--- src/rtl/apb_mon_pkg.sv ---
// Shared types for the APB protocol monitor: FSM states and error bit indices.
package apb_mon_pkg;

    typedef enum logic [1:0] {
        IDLE   = 2'd0,
        SETUP  = 2'd1,
        ACCESS = 2'd2
    } state_e;

    localparam int ERR_PHASE    = 0;
    localparam int ERR_UNSTABLE = 1;
    localparam int ERR_TIMEOUT  = 2;
    localparam int ERR_WR_RO    = 3;
    localparam int ERR_RD_WO    = 4;
    localparam int ERR_W        = 5;

endpackage

--- src/rtl/apb_mon_sat_cnt.sv ---
// Saturating up-counter with synchronous clear (clear wins over increment).
module apb_mon_sat_cnt #(
    parameter int W = 16
) (
    input  logic         clk_i,
    input  logic         rst_ni,
    input  logic         clr_i,
    input  logic         inc_i,
    output logic [W-1:0] cnt_o
);

    logic [W-1:0] cnt_q, cnt_d;

    always_comb begin
        cnt_d = cnt_q;
        if (clr_i) begin
            cnt_d = '0;
        end else if (inc_i && (cnt_q != {W{1'b1}})) begin
            cnt_d = cnt_q + 1'b1;
        end
    end

    always_ff @(posedge clk_i or negedge rst_ni) begin
        if (!rst_ni) begin
            cnt_q <= '0;
        end else begin
            cnt_q <= cnt_d;
        end
    end

    assign cnt_o = cnt_q;

endmodule

--- src/rtl/apb_protocol_monitor.sv ---
// Passive APB slave-side protocol monitor with sticky errors and counters.
// Define APB_MON_COVER_EN to build the per-register coverage bins.
module apb_protocol_monitor
    import apb_mon_pkg::*;
#(
    parameter int              ADDR_W  = 8,
    parameter int              DATA_W  = 8,
    parameter int              NREG    = 8,
    parameter logic [NREG-1:0] WO_MASK = NREG'(8'b0101_0100),
    parameter logic [NREG-1:0] RO_MASK = NREG'(8'b0010_1000),
    parameter int              TIMEOUT = 16,
    parameter int              CNT_W   = 16
) (
    input  logic              pclk,
    input  logic              presetn,
    input  logic              psel,
    input  logic              penable,
    input  logic              pwrite,
    input  logic [ADDR_W-1:0] paddr,
    input  logic [DATA_W-1:0] pwdata,
    input  logic              pready,
    input  logic              clr,
    output logic [ERR_W-1:0]  err_flags,
    output logic              err_pulse,
    output logic [CNT_W-1:0]  wr_count,
    output logic [CNT_W-1:0]  rd_count,
    output logic [CNT_W-1:0]  wait_max,
    output logic [2*NREG-1:0] cov_hit
);

    state_e            state_q, state_d;
    logic [ADDR_W-1:0] addr_q;
    logic              write_q;
    logic [DATA_W-1:0] wdata_q;
    logic              unst_q, unst_d;
    logic [ERR_W-1:0]  flags_q, flags_d;
    logic              pulse_q;
    logic [CNT_W-1:0]  wmax_q, wmax_d;
    logic [CNT_W-1:0]  wait_cnt;

    logic [ERR_W-1:0]  err_new;
    logic              latch, wait_clr, wait_inc;
    logic              done_wr, done_rd;
    logic              wo_hit, ro_hit, chg;

    // Addresses outside 0..NREG-1 never match, so they are never flagged.
    always_comb begin
        wo_hit = 1'b0;
        ro_hit = 1'b0;
        for (int i = 0; i < NREG; i++) begin
            if (paddr == ADDR_W'(i)) begin
                wo_hit = WO_MASK[i];
                ro_hit = RO_MASK[i];
            end
        end
    end

    assign chg = (paddr != addr_q) || (pwrite != write_q) ||
                 (write_q && (pwdata != wdata_q));

    always_comb begin
        state_d  = state_q;
        unst_d   = unst_q;
        err_new  = '0;
        latch    = 1'b0;
        wait_clr = 1'b0;
        wait_inc = 1'b0;
        done_wr  = 1'b0;
        done_rd  = 1'b0;
        unique case (state_q)
            IDLE: begin
                if (psel && !penable) begin
                    state_d = SETUP;
                    latch   = 1'b1;
                end else if (psel && penable) begin
                    err_new[ERR_PHASE] = 1'b1;
                end
            end
            SETUP: begin
                if (psel && penable) begin
                    state_d  = ACCESS;
                    wait_clr = 1'b1;
                    unst_d   = 1'b0;
                end else begin
                    state_d            = IDLE;
                    err_new[ERR_PHASE] = 1'b1;
                end
                err_new[ERR_RD_WO] = wo_hit && !pwrite;
                err_new[ERR_WR_RO] = ro_hit && pwrite;
            end
            ACCESS: begin
                if (chg && !unst_q) begin
                    err_new[ERR_UNSTABLE] = 1'b1;
                    unst_d                = 1'b1;
                end
                if (!(psel && penable)) begin
                    state_d            = IDLE;
                    err_new[ERR_PHASE] = 1'b1;
                end else if (pready) begin
                    state_d = IDLE;
                    done_wr = write_q;
                    done_rd = !write_q;
                end else begin
                    wait_inc = 1'b1;
                    // This wait cycle is the TIMEOUT-th one.
                    if (wait_cnt == CNT_W'(TIMEOUT - 1)) begin
                        state_d              = IDLE;
                        err_new[ERR_TIMEOUT] = 1'b1;
                    end
                end
            end
            default: state_d = IDLE;
        endcase
    end

    always_comb begin
        flags_d = (clr ? '0 : flags_q) | err_new;
        wmax_d  = wmax_q;
        if (clr) begin
            wmax_d = '0;
        end else if ((done_wr || done_rd) && (wait_cnt > wmax_q)) begin
            wmax_d = wait_cnt;
        end
    end

    always_ff @(posedge pclk or negedge presetn) begin
        if (!presetn) begin
            state_q <= IDLE;
            addr_q  <= '0;
            write_q <= 1'b0;
            wdata_q <= '0;
            unst_q  <= 1'b0;
            flags_q <= '0;
            pulse_q <= 1'b0;
            wmax_q  <= '0;
        end else begin
            state_q <= state_d;
            unst_q  <= unst_d;
            flags_q <= flags_d;
            pulse_q <= |err_new;
            wmax_q  <= wmax_d;
            if (latch) begin
                addr_q  <= paddr;
                write_q <= pwrite;
                wdata_q <= pwdata;
            end
        end
    end

    apb_mon_sat_cnt #(.W(CNT_W)) u_wr_cnt (
        .clk_i  (pclk),
        .rst_ni (presetn),
        .clr_i  (clr),
        .inc_i  (done_wr),
        .cnt_o  (wr_count)
    );

    apb_mon_sat_cnt #(.W(CNT_W)) u_rd_cnt (
        .clk_i  (pclk),
        .rst_ni (presetn),
        .clr_i  (clr),
        .inc_i  (done_rd),
        .cnt_o  (rd_count)
    );

    apb_mon_sat_cnt #(.W(CNT_W)) u_wait_cnt (
        .clk_i  (pclk),
        .rst_ni (presetn),
        .clr_i  (wait_clr),
        .inc_i  (wait_inc),
        .cnt_o  (wait_cnt)
    );

`ifdef APB_MON_COVER_EN
    logic [NREG-1:0]   addr_sel;
    logic [2*NREG-1:0] cov_q, cov_d;

    always_comb begin
        addr_sel = '0;
        for (int i = 0; i < NREG; i++) begin
            if (addr_q == ADDR_W'(i)) begin
                addr_sel[i] = 1'b1;
            end
        end
    end

    always_comb begin
        cov_d = (clr ? '0 : cov_q) |
                {addr_sel & {NREG{done_rd}}, addr_sel & {NREG{done_wr}}};
    end

    always_ff @(posedge pclk or negedge presetn) begin
        if (!presetn) begin
            cov_q <= '0;
        end else begin
            cov_q <= cov_d;
        end
    end

    assign cov_hit = cov_q;
`else
    assign cov_hit = '0;
`endif

    assign err_flags = flags_q;
    assign err_pulse = pulse_q;
    assign wait_max  = wmax_q;

endmodule

--- config.mk ---
export PLATFORM = sky130hd
export DESIGN_NAME = apb_protocol_monitor
export DESIGN_NICKNAME = d
export VERILOG_FILES = /design/src/rtl/apb_mon_pkg.sv /design/src/rtl/apb_mon_sat_cnt.sv /design/src/rtl/apb_protocol_monitor.sv
export SDC_FILE = /design/constraint.sdc
export NUM_CORES = 1
export LEC_CHECK = 0
export ABC_AREA = 0
export BUFFER_PORTS_ARGS = -buffer_cell sky130_fd_sc_hd__buf_2
export CAP_MARGIN = 25
export CORE_UTILIZATION = 40
export CTS_BUF_LIST = sky130_fd_sc_hd__clkbuf_8
export CTS_CLUSTER_SIZE = 30
export DETAILED_ROUTE_END_ITERATION = 12
export GPL_ROUTABILITY_DRIVEN = 1
export HOLD_SLACK_MARGIN = 0.03
export PLACE_DENSITY_LB_ADDON = 0.08
export SLEW_MARGIN = 20
export SYNTH_ARGS = -nofsm -noshare
export SYNTH_HDL_FRONTEND = slang
export SYNTH_HIERARCHICAL = 1
export SYNTH_SLANG_ARGS = --single-unit
--- constraint.sdc ---
create_clock -name pclk -period 2.37 [get_ports pclk]
set_input_delay 0.3555 -clock pclk [delete_from_list [all_inputs] [get_ports pclk]]
set_output_delay 0.3555 -clock pclk [all_outputs]
set_load 0.05 [all_outputs]
* After elaboration in Yosys (flattened, before gate mapping)
Index checks and enable logic that the tools add are counted.
Word-level totals: register bits after elaboration 90, input port bits 23, output and inout bits 70
Operators by class: add/sub/neg operators 3, order comparisons 1, equality and inequality tests 19, muxes and demuxes 51, bitwise logic cells 1, reduce and logical (&&, ||, !) cells 27
Operators with widths (number):
- $mux W16 | 8
- $add A16 B1 Y16 const B | 3
- $ne A16 B16 Y1 const B | 3
- $eq A8 B3 Y1 const B | 4
- $mux W1 | 32
- $eq A16 B4 Y1 const B | 1
- $eq A8 B2 Y1 const B | 2
- $gt A16 B16 Y1 | 1
- $ne A8 B8 Y1 | 2
- $mux W2 | 7
- $logic_and A1 B1 Y1 | 10
- $reduce_bool A2 Y1 | 5
- $ne A2 B2 Y1 const B | 3
- $pmux W2 S3 | 1
- $mux W5 | 1
- $or A5 B5 Y5 | 1
- $reduce_or A5 Y1 | 1
- $logic_not A1 Y1 | 4
- $ne A4 B4 Y1 const B | 1
- $pmux W1 S2 | 2
- $logic_or A1 B1 Y1 | 3
- $reduce_and A3 Y1 | 1
- $eq A2 B1 Y1 const B | 1
- $eq A2 B2 Y1 const B | 1
- other kinds (4) | 4

* Logic depth before layout (Yosys ltp)
word-level depth 10, mapped depth 10, gate-level depth less buffers 8

* Modules after synthesis
Netlist, hierarchy kept.
By module, submodules not included:
- apb_mon_sat_cnt | instances 3, cells each 98, area each 942.2 um^2
- apb_protocol_monitor | instances 1, cells each 252, area each 2635.0 um^2

* Worst setup path before layout
Ideal clock, no wire load.
kind register -> register, start point register wmax_q[14], in the netlist wait_max[14], end point register wmax_q[10], in the netlist wait_max[10], arrival 2.319 ns, required time 2.239 ns, setup slack -0.080 ns, stages on the path, launching flop included 9, path buffers 1, clock period less this slack 2.450 ns, cells stage by stage dfrtp_1 > inv_1 > ha_1 > nand4_2 > nor3_1 > or3_1 > nor3_2 > buf_2 > o22ai_2
Between the ends: word-level cells in the longest chain between the ends 3
Ends and longest elaborated chain:
- from (decl) | line apb_protocol_monitor.sv:38 | logic [CNT_W-1:0] wmax_q, wmax_d;
- from (signal assigned) | line apb_protocol_monitor.sv:141 | wmax_q <= wmax_d;
- $gt A16 B16 Y1 | line apb_protocol_monitor.sv:121 | end else if ((done_wr || done_rd) && (wait_cnt > wmax_q)) begin
- $logic_and A1 B1 Y1 | line apb_protocol_monitor.sv:121
- $reduce_bool A2 Y1 (no source line)
No other way between the ends. A chain may end at the register's enable or synchronous reset.

* Worst setup path after layout
start point register u_wait_cnt.cnt_q[15], in the netlist u_wait_cnt/cnt_o[15], end point register wmax_q[15], in the netlist wait_max[15]
Between the ends: word-level cells in the longest chain between the ends 3, elaborated cells on any way between the ends 5, classes of those cells order compare (1); mux (2); reduce/logical (2)
Ends and longest elaborated chain:
- from (decl) | line apb_mon_sat_cnt.sv:12 | logic [W-1:0] cnt_q, cnt_d;
- from (signal assigned) | line apb_mon_sat_cnt.sv:27 | cnt_q <= cnt_d;
- $gt A16 B16 Y1 | line apb_protocol_monitor.sv:121
- $logic_and A1 B1 Y1 | line apb_protocol_monitor.sv:121
- $reduce_bool A2 Y1 (no source line)
Several ways; a longest one is shown, not always the timed one. The select of a mux whose other input is x is not followed.

==> results.ini <==
[setup_path]
cp_max_fo=15
slowest_stage=or4b_4
timing.rr.start=u_wait_cnt/cnt_o[15]$_DFFE_PN0P_
arrival_ps=2530
cp-end-kind=flop
required_ps=2660
r2r_slack_ps=130
rr_worst_depth=6
crit_type=reg2reg
path_cells=ha_1 -> nand4_2 -> or4b_4 -> a21o_1 -> o41a_4 -> o22ai_1
reg2reg_to=wait_max[15]$_DFFE_PN0P_
critical_path.max_stage_delay_ps=580
startpoint_type=flop

[run]
max-cap-violations=0

[floorplan]
ioPinCount=93
die_area_um2=14100
coreArea_um2=13300
die_w_um=119
rows=42
initial_core_util_pct=41.1
dieHeight_um=119

[worst_hold_path]
hold_path_end=wdata_q[4]$_DFFE_PN0P_
min_path_type=in2reg
holdPathStages=2
holdCritStartpoint=pwdata[4]

[logic_synthesis]
yosysMostFrequentCell=dfrtp_1
synth-main-ff-cell=dfrtp_1
netlist_area_um2=5460
yosys_warnings=6
yosys.cell_types.count=57
async_flop_share_pct=100
synth_top_family_by_area=simple AND/OR/NAND/NOR gates
synth_compound_area_share_pct=15.0
synth_edf_count=0
syn_inst=546
synth_area_leaders=dfrtp_1 (41%), ha_1 (5.3%), a21oi_1 (3.9%)
synth-seq-cells=90
syn_avg_cell_area_um2=10.0
synth.area.mux_share_pct=6.37
yosysSeqAreaShare_pct=41.2
synth_adder_area_share_pct=5.27
synth-simple-area-share_pct=22.7
synth_top_cell_by_area=dfrtp_1
synth-xor-area-share_pct=2.89
synth_top_area_share_pct=41.2
synthTopCellsByCount=dfrtp_1 (90), a21oi_1 (43), inv_1 (32)

[cells_and_area]
drive_gt1_share_pct=30.6
diodes=0
layout.nets=697
utilization_pct=48.3
area_growth_pct=17.5

[timing]
worst_slack_ps=133
fin_skew_ps=8.11
finalSetupViolations=0
slew-limit-headroom_pct=58.2
final-max-slew-violation-count=0
fin_crit_ps=2240
fmax_mhz=447
tightest_slew_ps=627
finalCritPeriodShare_pct=94.4
rsz0062_at_grt=yes
hold_viol_final=0

[detailed_routing]
ant_nets=0
via_count=4647
top_layer_used=met4
drt-met1-wl_um=6430
drtIter0Drc=295
drc=0
avgViaCountPerCell=5.59
dr.pass1.iters=4
dr_wl_met3_um=449
drt-total-wl_um=13300
avgRoutedWirePerCell_um=16.0
wl_met2_um=6150

[cts]
root_buffer=clkbuf_8
cts-htree-levels=3
clk_pin_slew_worst_paths_ps=100
cts_made_buffers=9
clock-sinks=90
cts_tree=done
clk_latency_ps=380
cts_buffer_depth=2

[placed_design]
io_buffers=76
pre_cts_ws_ps=75.2
hpwlAfterDp_um=9590
routabilityCongestion=0.829

[pwr]
power_uw=4030
leakagePower_uw=0.00295
ir_worst_vdd_mv=0.386
p_per_area_nw_per_um2=628

[grt]
grt_max_degree=42
track_usage_pct=19.9
gr-total-overflow=0
grt_pass1_wl_um=22400
grt_pass1_vias=4432
antenna_found_initial=0

[status]
status=finished clean

==> per-layer routing <==
layer  up-vias  track usage, %
met5         -               0
met4         0            8.62
met3        19            2.73
met2       113            31.1
met1      2282            27.5
li1       2233               -
==> flip-flops by register name, summed over array words and instances, names as in the netlist <==
register          cells
wait_max             16
addr_q                8
u_wr_cnt/cnt_o       16
u_wait_cnt/cnt_o     16
unst_q                1
wdata_q               8
write_q               1
u_rd_cnt/cnt_o       16
err_pulse             1
err_flags             5
state_q               2
==> cells by family after synthesis <==
group,Yosys count
AO/OA/AOI/OAI,115
XOR/XNOR,18
adder cells (fa/ha/maj),23
buffers and inverters,69
flip-flops,90
multiplexers,31
other,1
AND/OR/NAND/NOR,199
==> power breakdown <==
group / internal (µW) / leakage, µW / switching [µW]
combinational: 448 / 0.00164 / 588
sequential: 1740 / 0.00120 / 152
clock: 497 / 0.000100 / 607
total: 2690 / 0.00295 / 1350
==> per-stage QoR <==
step           hold slack [ps]  cells  setup TNS (ps)  instance area [µm²]
3_5_place_dp               375    811               0                 6170
2_1_floorplan             59.9    561               0                 5530
3_3_place_gp               373    811               0                 6170
5_1_grt                    216    832           -20.6                 6420
6_report                   230    832               0                 6420
4_1_cts                    205    828               0                 6380
==> critical path, delay by kind of cell (launching register included) <==
family	cells	cell delay (ps)
AOI/OAI and AO/OA	3	600
adders and majority gates	1	350
DFF	1	450
and+or+nand+nor	2	760
==> placed cells by master (no fill, tap or decap), drive strengths merged, types with 7 or more instances in the layout <==
| master | synthesis | routed |
|---|---|---|
| nand2 | 30 | 30 |
| and3 | 7 | 7 |
| mux2 | 30 | 30 |
| nor2 | 15 | 15 |
| or3 | 10 | 10 |
| nor4 | 21 | 21 |
| nor3 | 9 | 9 |
| nand4 | 27 | 27 |
| dfrtp | 90 | 90 |
| ha | 23 | 23 |
| or4 | 22 | 22 |
| buf | 22 | 115 |
| nor2b | 13 | 13 |
| xor2 | 16 | 16 |
| o31ai | 22 | 22 |
| clkbuf | 15 | 9 |
| and4 | 7 | 7 |
| o22ai | 15 | 15 |
| inv | 32 | 33 |
| o21ai | 14 | 14 |
| nand3 | 28 | 28 |
| a21oi | 43 | 43 |
| conb | 1 | 16 |
==> area by class of cell <==
| type | instances | area (µm²) |
|---|---|---|
| Tap cell | 176 | 220 |
| Inverter | 32 | 124 |
| Clock inverter | 7 | 77.6 |
| Multi-Input combinational cell | 402 | 2920 |
| Sequential cell | 90 | 2260 |
| Fill cell | 1298 | 6880 |
| Clock buffer | 9 | 124 |
| Timing Repair Buffer | 116 | 696 |
==> how the worst max path moves through the flow <==
stage / from / end / slack (ps) / depth (start not counted)
5_1_grt: state_q[0]$_DFFE_PN0P_ / u_wr_cnt/cnt_o[6]$_DFFE_PN0P_ / -20 / 9
4_1_cts: state_q[0]$_DFFE_PN0P_ / u_wr_cnt/cnt_o[10]$_DFFE_PN0P_ / 50 / 9
3_3_place_gp: u_wait_cnt/cnt_o[15]$_DFFE_PN0P_ / wait_max[1]$_DFFE_PN0P_ / 160 / 6
2_1_floorplan: wait_max[10]$_DFFE_PN0P_ / wait_max[11]$_DFFE_PN0P_ / 0.5 / 8
6_report: u_wait_cnt/cnt_o[15]$_DFFE_PN0P_ / wait_max[15]$_DFFE_PN0P_ / 130 / 6
3_5_place_dp: state_q[0]$_DFFE_PN0P_ / u_wr_cnt/cnt_o[10]$_DFFE_PN0P_ / 80 / 9
==> repair_timing <==
item,CTS,global route
hold endpoints to repair,34,0
buffers inserted,0,4
resized for setup,0,6
hold buffers,1,0
setup endpoints to repair,0,15
Power figures use the tool's default switching activity.
